### src/rtl/uart_stim_pkg.sv
// Shared types and constants for the UART stimulus transmitter.
package uart_stim_pkg;

  typedef enum logic [2:0] {
    IDLE   = 3'd0,
    START  = 3'd1,
    DATA   = 3'd2,
    PARITY = 3'd3,
    STOP   = 3'd4,
    BREAK  = 3'd5,
    MAB    = 3'd6
  } state_t;

  localparam logic [1:0] PAR_NONE = 2'd0;
  localparam logic [1:0] PAR_ODD  = 2'd1;
  localparam logic [1:0] PAR_EVEN = 2'd2;

endpackage

### src/rtl/uart_stim_fifo.sv
// Synchronous TX FIFO; pointers carry an extra wrap bit so full and empty
// are told apart without a separate counter.
module uart_stim_fifo #(
  parameter int W     = 8,
  parameter int DEPTH = 8,
  parameter int LVL_W = $clog2(DEPTH) + 1
) (
  input  logic             clk,
  input  logic             rst,
  input  logic             push,
  input  logic [W-1:0]     push_data,
  input  logic             pop,
  output logic [W-1:0]     pop_data,
  output logic             full,
  output logic             empty,
  output logic [LVL_W-1:0] level
);

  localparam int AW = $clog2(DEPTH);
  localparam logic [AW:0] PONE = 1;

  logic [W-1:0] mem [DEPTH];
  logic [AW:0]  wr_ptr, rd_ptr;
  logic         push_ok, pop_ok;

  assign empty    = (wr_ptr == rd_ptr);
  assign full     = (wr_ptr[AW] != rd_ptr[AW]) && (wr_ptr[AW-1:0] == rd_ptr[AW-1:0]);
  assign level    = LVL_W'(wr_ptr - rd_ptr);
  assign pop_data = mem[rd_ptr[AW-1:0]];

  // Full is taken from the registered pointers only, so a push into a full
  // FIFO is dropped even when a pop happens in the same cycle.
  assign push_ok = push & ~full;
  assign pop_ok  = pop & ~empty;

  // Pointer update; reset flushes the queue by equalising the pointers.
  always_ff @(posedge clk or posedge rst) begin
    if (rst) begin
      wr_ptr <= '0;
      rd_ptr <= '0;
    end else begin
      if (push_ok) wr_ptr <= wr_ptr + PONE;
      if (pop_ok)  rd_ptr <= rd_ptr + PONE;
    end
  end

  // Storage write; contents need no reset since the pointers gate visibility.
  always_ff @(posedge clk) begin
    if (push_ok) mem[wr_ptr[AW-1:0]] <= push_data;
  end

endmodule

### src/rtl/uart_stim_tx.sv
// UART transmitter with input FIFO, runtime baud divisor, configurable
// parity / stop bits and line-break generation. Idle line is high.
module uart_stim_tx #(
  parameter int DATA_BITS  = 8,
  parameter int DIV_W      = 16,
  parameter int FIFO_DEPTH = 8,
  parameter int LVL_W      = $clog2(FIFO_DEPTH) + 1
) (
  input  logic                 clk,
  input  logic                 rst,
  input  logic                 wr_valid,
  output logic                 wr_ready,
  input  logic [DATA_BITS-1:0] wr_data,
  input  logic [DIV_W-1:0]     baud_div,
  input  logic [1:0]           parity_mode,
  input  logic                 two_stop,
  input  logic                 send_break,
  output logic                 tx,
  output logic                 busy,
  output logic                 frame_done,
  output logic [LVL_W-1:0]     fifo_level
);

  import uart_stim_pkg::*;

  localparam logic [DIV_W-1:0] ONE      = 1;
  localparam logic [3:0]       LAST_BIT = 4'(DATA_BITS - 1);
  localparam logic [3:0]       BRK_LAST = 4'(DATA_BITS + 2);

  state_t               state;
  logic [DIV_W-1:0]     cnt, div_q, div_in;
  logic [DATA_BITS-1:0] shift, fifo_data;
  logic [3:0]           bit_idx, brk_bits;
  logic                 par_en_q, par_bit_q, two_q, stop_left, break_pend;
  logic                 fifo_full, fifo_empty;
  logic                 bit_end, brk_req, stop_end, can_start;
  logic                 start_frame, start_break, enter_stop, done_next;

  uart_stim_fifo #(
    .W     (DATA_BITS),
    .DEPTH (FIFO_DEPTH),
    .LVL_W (LVL_W)
  ) u_fifo (
    .clk       (clk),
    .rst       (rst),
    .push      (wr_valid),
    .push_data (wr_data),
    .pop       (start_frame),
    .pop_data  (fifo_data),
    .full      (fifo_full),
    .empty     (fifo_empty),
    .level     (fifo_level)
  );

  assign wr_ready = ~fifo_full;
  assign busy     = (state != IDLE) | (fifo_level != '0);

  // A zero divisor behaves as one clock per bit.
  assign div_in  = (baud_div == '0) ? ONE : baud_div;
  assign bit_end = (cnt == '0);

  // A break request is latched so a short pulse during a frame is honoured
  // once the frame's stop bits finish.
  assign brk_req = send_break | break_pend;

  // The end of the final stop bit makes the same decision as IDLE so that
  // queued frames follow back-to-back with no idle gap.
  assign stop_end    = (state == STOP) && bit_end && !stop_left;
  assign can_start   = (state == IDLE) || stop_end;
  assign start_break = can_start && brk_req;
  assign start_frame = can_start && !brk_req && !fifo_empty;

  // frame_done is registered, so it is raised on the edge that lands the
  // FSM in the last cycle of the final stop bit.
  assign enter_stop = ((state == DATA) && bit_end && (bit_idx == LAST_BIT) && !par_en_q) ||
                      ((state == PARITY) && bit_end);
  assign done_next  = (enter_stop && !two_q && (div_q == ONE)) ||
                      ((state == STOP) && !stop_left && (cnt == ONE)) ||
                      ((state == STOP) && stop_left && bit_end && (div_q == ONE));

  // Transmit FSM with bit timer, shift register and registered line output.
  always_ff @(posedge clk or posedge rst) begin
    if (rst) begin
      state      <= IDLE;
      tx         <= 1'b1;
      frame_done <= 1'b0;
      cnt        <= '0;
      div_q      <= ONE;
      shift      <= '0;
      bit_idx    <= '0;
      brk_bits   <= '0;
      par_en_q   <= 1'b0;
      par_bit_q  <= 1'b0;
      two_q      <= 1'b0;
      stop_left  <= 1'b0;
      break_pend <= 1'b0;
    end else begin
      frame_done <= done_next;

      if (start_break)                        break_pend <= 1'b0;
      else if (send_break && state != BREAK)  break_pend <= 1'b1;

      if (state != IDLE && !bit_end) cnt <= cnt - ONE;

      if (start_break) begin
        state    <= BREAK;
        tx       <= 1'b0;
        div_q    <= div_in;
        cnt      <= div_in - ONE;
        brk_bits <= '0;
      end else if (start_frame) begin
        state     <= START;
        tx        <= 1'b0;
        div_q     <= div_in;
        cnt       <= div_in - ONE;
        shift     <= fifo_data;
        par_en_q  <= (parity_mode == PAR_ODD) || (parity_mode == PAR_EVEN);
        par_bit_q <= (parity_mode == PAR_EVEN) ? ^fifo_data : ~^fifo_data;
        two_q     <= two_stop;
      end else begin
        case (state)
          IDLE: tx <= 1'b1;
          START: if (bit_end) begin
            state   <= DATA;
            tx      <= shift[0];
            shift   <= shift >> 1;
            bit_idx <= '0;
            cnt     <= div_q - ONE;
          end
          DATA: if (bit_end) begin
            cnt <= div_q - ONE;
            if (bit_idx == LAST_BIT) begin
              if (par_en_q) begin
                state <= PARITY;
                tx    <= par_bit_q;
              end else begin
                state     <= STOP;
                tx        <= 1'b1;
                stop_left <= two_q;
              end
            end else begin
              tx      <= shift[0];
              shift   <= shift >> 1;
              bit_idx <= bit_idx + 4'd1;
            end
          end
          PARITY: if (bit_end) begin
            state     <= STOP;
            tx        <= 1'b1;
            stop_left <= two_q;
            cnt       <= div_q - ONE;
          end
          STOP: if (bit_end) begin
            if (stop_left) begin
              stop_left <= 1'b0;
              cnt       <= div_q - ONE;
            end else begin
              state <= IDLE;
            end
          end
          BREAK: if (bit_end) begin
            cnt <= div_q - ONE;
            if (brk_bits == BRK_LAST && !send_break) begin
              state <= MAB;
              tx    <= 1'b1;
            end else if (brk_bits != BRK_LAST) begin
              brk_bits <= brk_bits + 4'd1;
            end
          end
          MAB: if (bit_end) state <= IDLE;
          default: begin
            state <= IDLE;
            tx    <= 1'b1;
          end
        endcase
      end
    end
  end

endmodule

### config.mk
export PLATFORM = sky130hd
export DESIGN_NAME = uart_stim_tx
export DESIGN_NICKNAME = d
export VERILOG_FILES = /design/src/rtl/uart_stim_pkg.sv /design/src/rtl/uart_stim_fifo.sv /design/src/rtl/uart_stim_tx.sv
export SDC_FILE = /design/constraint.sdc
export NUM_CORES = 1
export LEC_CHECK = 0
export CAP_MARGIN = 10
export CORE_UTILIZATION = 55
export CTS_BUF_LIST = sky130_fd_sc_hd__clkbuf_4
export DETAILED_ROUTE_END_ITERATION = 10
export GPL_ROUTABILITY_DRIVEN = 1
export HOLD_SLACK_MARGIN = 0.03
export PLACE_DENSITY = 0.77
export SETUP_SLACK_MARGIN = 0.5
export SYNTH_ARGS = -nofsm -noshare
export SYNTH_HDL_FRONTEND = slang
export SYNTH_HIERARCHICAL = 1
export SYNTH_SLANG_ARGS = --single-unit
### constraint.sdc
create_clock -name clk -period 2.9 [get_ports clk]
set_input_delay 0.58 -clock clk [delete_from_list [all_inputs] [get_ports clk]]
set_output_delay 0.58 -clock clk [all_outputs]
set_load 0.01 [all_outputs]
==> impl_results.md <==
* Status: finished with violations
* Failing checks: setup timing
* VDD IR max at 613 uV
* Die X at approximately 110 um
* Worst slew pin tran at about 0.84 ns
* Syn_nets at a little under 700
* Crit path buffers/inverters at 1
* Routability Congestion at 0.902
* Worst skew pair latency at a little under 0.6 ns
* ANT nets after route at 0
* Post-layout nets at 791
* Total die area at about 0.013 sq mm
* Synth Area in Adders at under 10%
* Simple-Gate Fraction of Synth Area at 18.1%
* Setup_tns at -0.0333 ns
* Setup-failing EPs final at 1
* Commonest non-fill, non-tap cell in the layout: nand2_1
* CTS buffer count at 17
* Commonest cells after routing, fill and taps aside: 99 x nand2_1, 76 x buf_4, 64 x edfxtp_1
* Final min period at a little under 3 ns
* Endpoints failing hold at 0
* Via count at 5,568
* Total Routing Usage GR at between 20% and 30%
* Multiplexer share of the synthesized area at roughly 7.4%
* Mapped Area at between 0.006 and 0.007 sq mm
* Overall power at ~5400 uW
* CP Cell Sequence: ha_4 -> a21o_1 -> a21oi_2 -> xnor2_2 -> nor4_4 -> nand2_1 -> buf_2
* Max stage delay cell, worst path: dfrtp_1
* Top cells by area, synth: edfxtp_1 28%, dfrtp_1 23%, nand2_1 5.7%, mux4_2 4.9%, xnor2_1 4.2%
* Worst min path class: input pin to asynchronous set/reset pin
* GRT overflow at 0
* Mean Syn Cell Area at ~11 sq um
* FMAX at roughly 0.34 GHz
* Num ports at 39
* Clock Tree Buf Depth at 2
* Final Instance Count excl. Fillers at between 900 and 1k
* Drt initial violations at 486
* Clk pin slew, worst setup/hold paths at approximately 0.13 ns
* Critical path's top delay family: flip-flops
* Largest stage delay, worst path at 0.46 ns
* Area leader, netlist: edfxtp_1
* Initial Util at 57.2%
* Layout cell share with drive strength beyond 1 at between 20% and 30%
* Slew headroom at a little over two fifths
* Diodes inserted at 0
* Final period utilization at 101%
* Count of cell types in the netlist at 77
* Core ar. at ~0.012 sq mm
* Post-synthesis compound-gate area fraction at between 10 and 15%
* CTS tree: done
* Reg2reg setup slack at roughly 0.53 ns
* Die height at roughly 110 um
* Final HPWL DP at ~12 mm
* Post-synth EDFFs at 64
* Initial antenna violation count at 0
* Startpoint Class: flop
* Htree depth at 4
* Synth top area share at 27.6%
* Flops & latches, synth at 130
* WL final at around 17 mm
* Synth Area in XOR/XNOR at 6.40%
* # port buffers at 38
* Main synth FF type: edfxtp_1
* Setup ws final at -0.0333 ns
* Critical path fanouts, max at 3
* Hold_buf cts at 0
* DRC at 0
* Number of global-route vias before repair at approximately 5.4k
* Global-route wire length before repair at approximately 27 mm
* Smallest hold slack at around 0.32 ns
* Max cap viols at 0
* Setup CP Type: flop to primary output
* Routed WL per cell at 18.9 um
* Crit. End Element: primary output
* P per Cell Area at 627 mW/mm^2
* Core Rows at 40
* Largest net degree at the start of global routing at 36
* Slew Viols, Final at 0
* Ys async rst share at 50.8%
* Leakage at between 0.003 and 0.004 uW
* Vias per cell at 6.01
* Synth warn at 6
* Critical Path AT at about 2.4 ns
* Worst path required time at 2.32 ns
* RSZ-0062 raised after global routing: true
* P&R area growth vs syn at 23.4%
* Post-Place Cells at between 800 and 900
* Clock sink count at 130
* Largest family of logic cells by synthesized area: simple AND/OR/NAND/NOR gates
* Cells after synthesis at between 600 and 700
* DRT Pass-1 Iters at 8
* Clock Skew at 0.0162 ns
* Clock Root Buffer: clkbuf_4
* Seq/Total Area, Yosys at approximately 51%
## Yosys cell counts, drive strengths merged (4+ instances only)
library cell	number
nand2	106
dfrtp	64
edfxtp	64
xnor2	34
nor2	33
o21ai	29
inv	28
nor3	23
nor4	20
a21oi	19
nand3	18
mux4	16
xor2	16
ha	14
buf	13
clkbuf	13
mux2i	11
nand4	11
a31oi	8
a211oi	7
or4	7
o31ai	6
nor3b	5
nor2b	4
nor4b	4
## cell families (layout without fill, tap and decap cells)
| family | Yosys count | after routing |
|---|---|---|
| buffers and inverters | 54 | 182 |
| AND/OR/NAND/NOR | 248 | 248 |
| adder cells (fa/ha/maj) | 15 | 15 |
| AO/OA/AOI/OAI | 103 | 103 |
| XOR/XNOR | 50 | 50 |
| flip-flops | 130 | 130 |
| multiplexers | 30 | 30 |
## metal layers
layer  wire length (um)  global-route usage (%)  up-vias
met5                  0                       0        -
met4                430                    11.2        0
met3               1090                    5.66       48
met2               8660                    45.1      241
met1               7280                    37.7     2730
li1                   -                       -     2549
## per-stage QoR
step                      setup WS, ns  instance area (sq um)  utilization [%]
after global placement         -0.0438                   7860             64.6
after global routing            -0.123                   8580             70.6
after CTS                      -0.0176                   8290             68.1
final                          -0.0333                   8580             70.6
after floorplan                  0.422                   7020                -
after detailed placement        -0.106                   7860             64.6
## power breakdown
part	switching [uW]	internal [uW]
Sequential	260	2250
Clock	816	380
Combinational	898	777
## layout make-up
class                      instances  area, sq um
multi-input combinational        446         3350
clock buffer                      17          128
fill                             837         3580
timing repair buffer             122         1070
inverter                          28          105
tap                              168          210
clock inverter                    15          138
sequential                       130         3580
## worst paths after layout
path | to | startpoint | cells past startpoint
setup / recovery | busy | u_fifo/wr_ptr[1]$_DFFE_PP0P_ | 7
hold / removal | u_fifo/wr_ptr[1]$_DFFE_PP0P_ | rst | 2
setup reg to reg | par_bit_q$_DFFE_PP0P_ | u_fifo/rd_ptr[0]$_DFFE_PP0P_ | 12
hold reg to reg | bit_idx[3]$_DFFE_PP0P_ | bit_idx[3]$_DFFE_PP0P_ | 1
max in group asynchronous | div_q[0]$_DFFE_PP1P_ | rst | 3
min in group clk | div_q[9]$_DFFE_PP0P_ | baud_div[9] | 4
## sequential cells by signal (all words and copies together), names as in the netlist
signal,count
u_fifo/mem,64
cnt,16
div_q,16
shift,8
bit_idx,4
brk_bits,4
u_fifo/rd_ptr,4
u_fifo/wr_ptr,4
state,3
break_pend,1
frame_done,1
par_bit_q,1
par_en_q,1
stop_left,1
two_q,1
tx,1
## what timing repair did
item,CTS,global route
gates cloned,0,1
endpoints found under the setup margin,41,50
endpoints found under the hold margin,0,0
pin swaps,9,17
buffers inserted,11,19
resized for setup,43,37
Note: power is estimated with default switching activity, not from simulation.
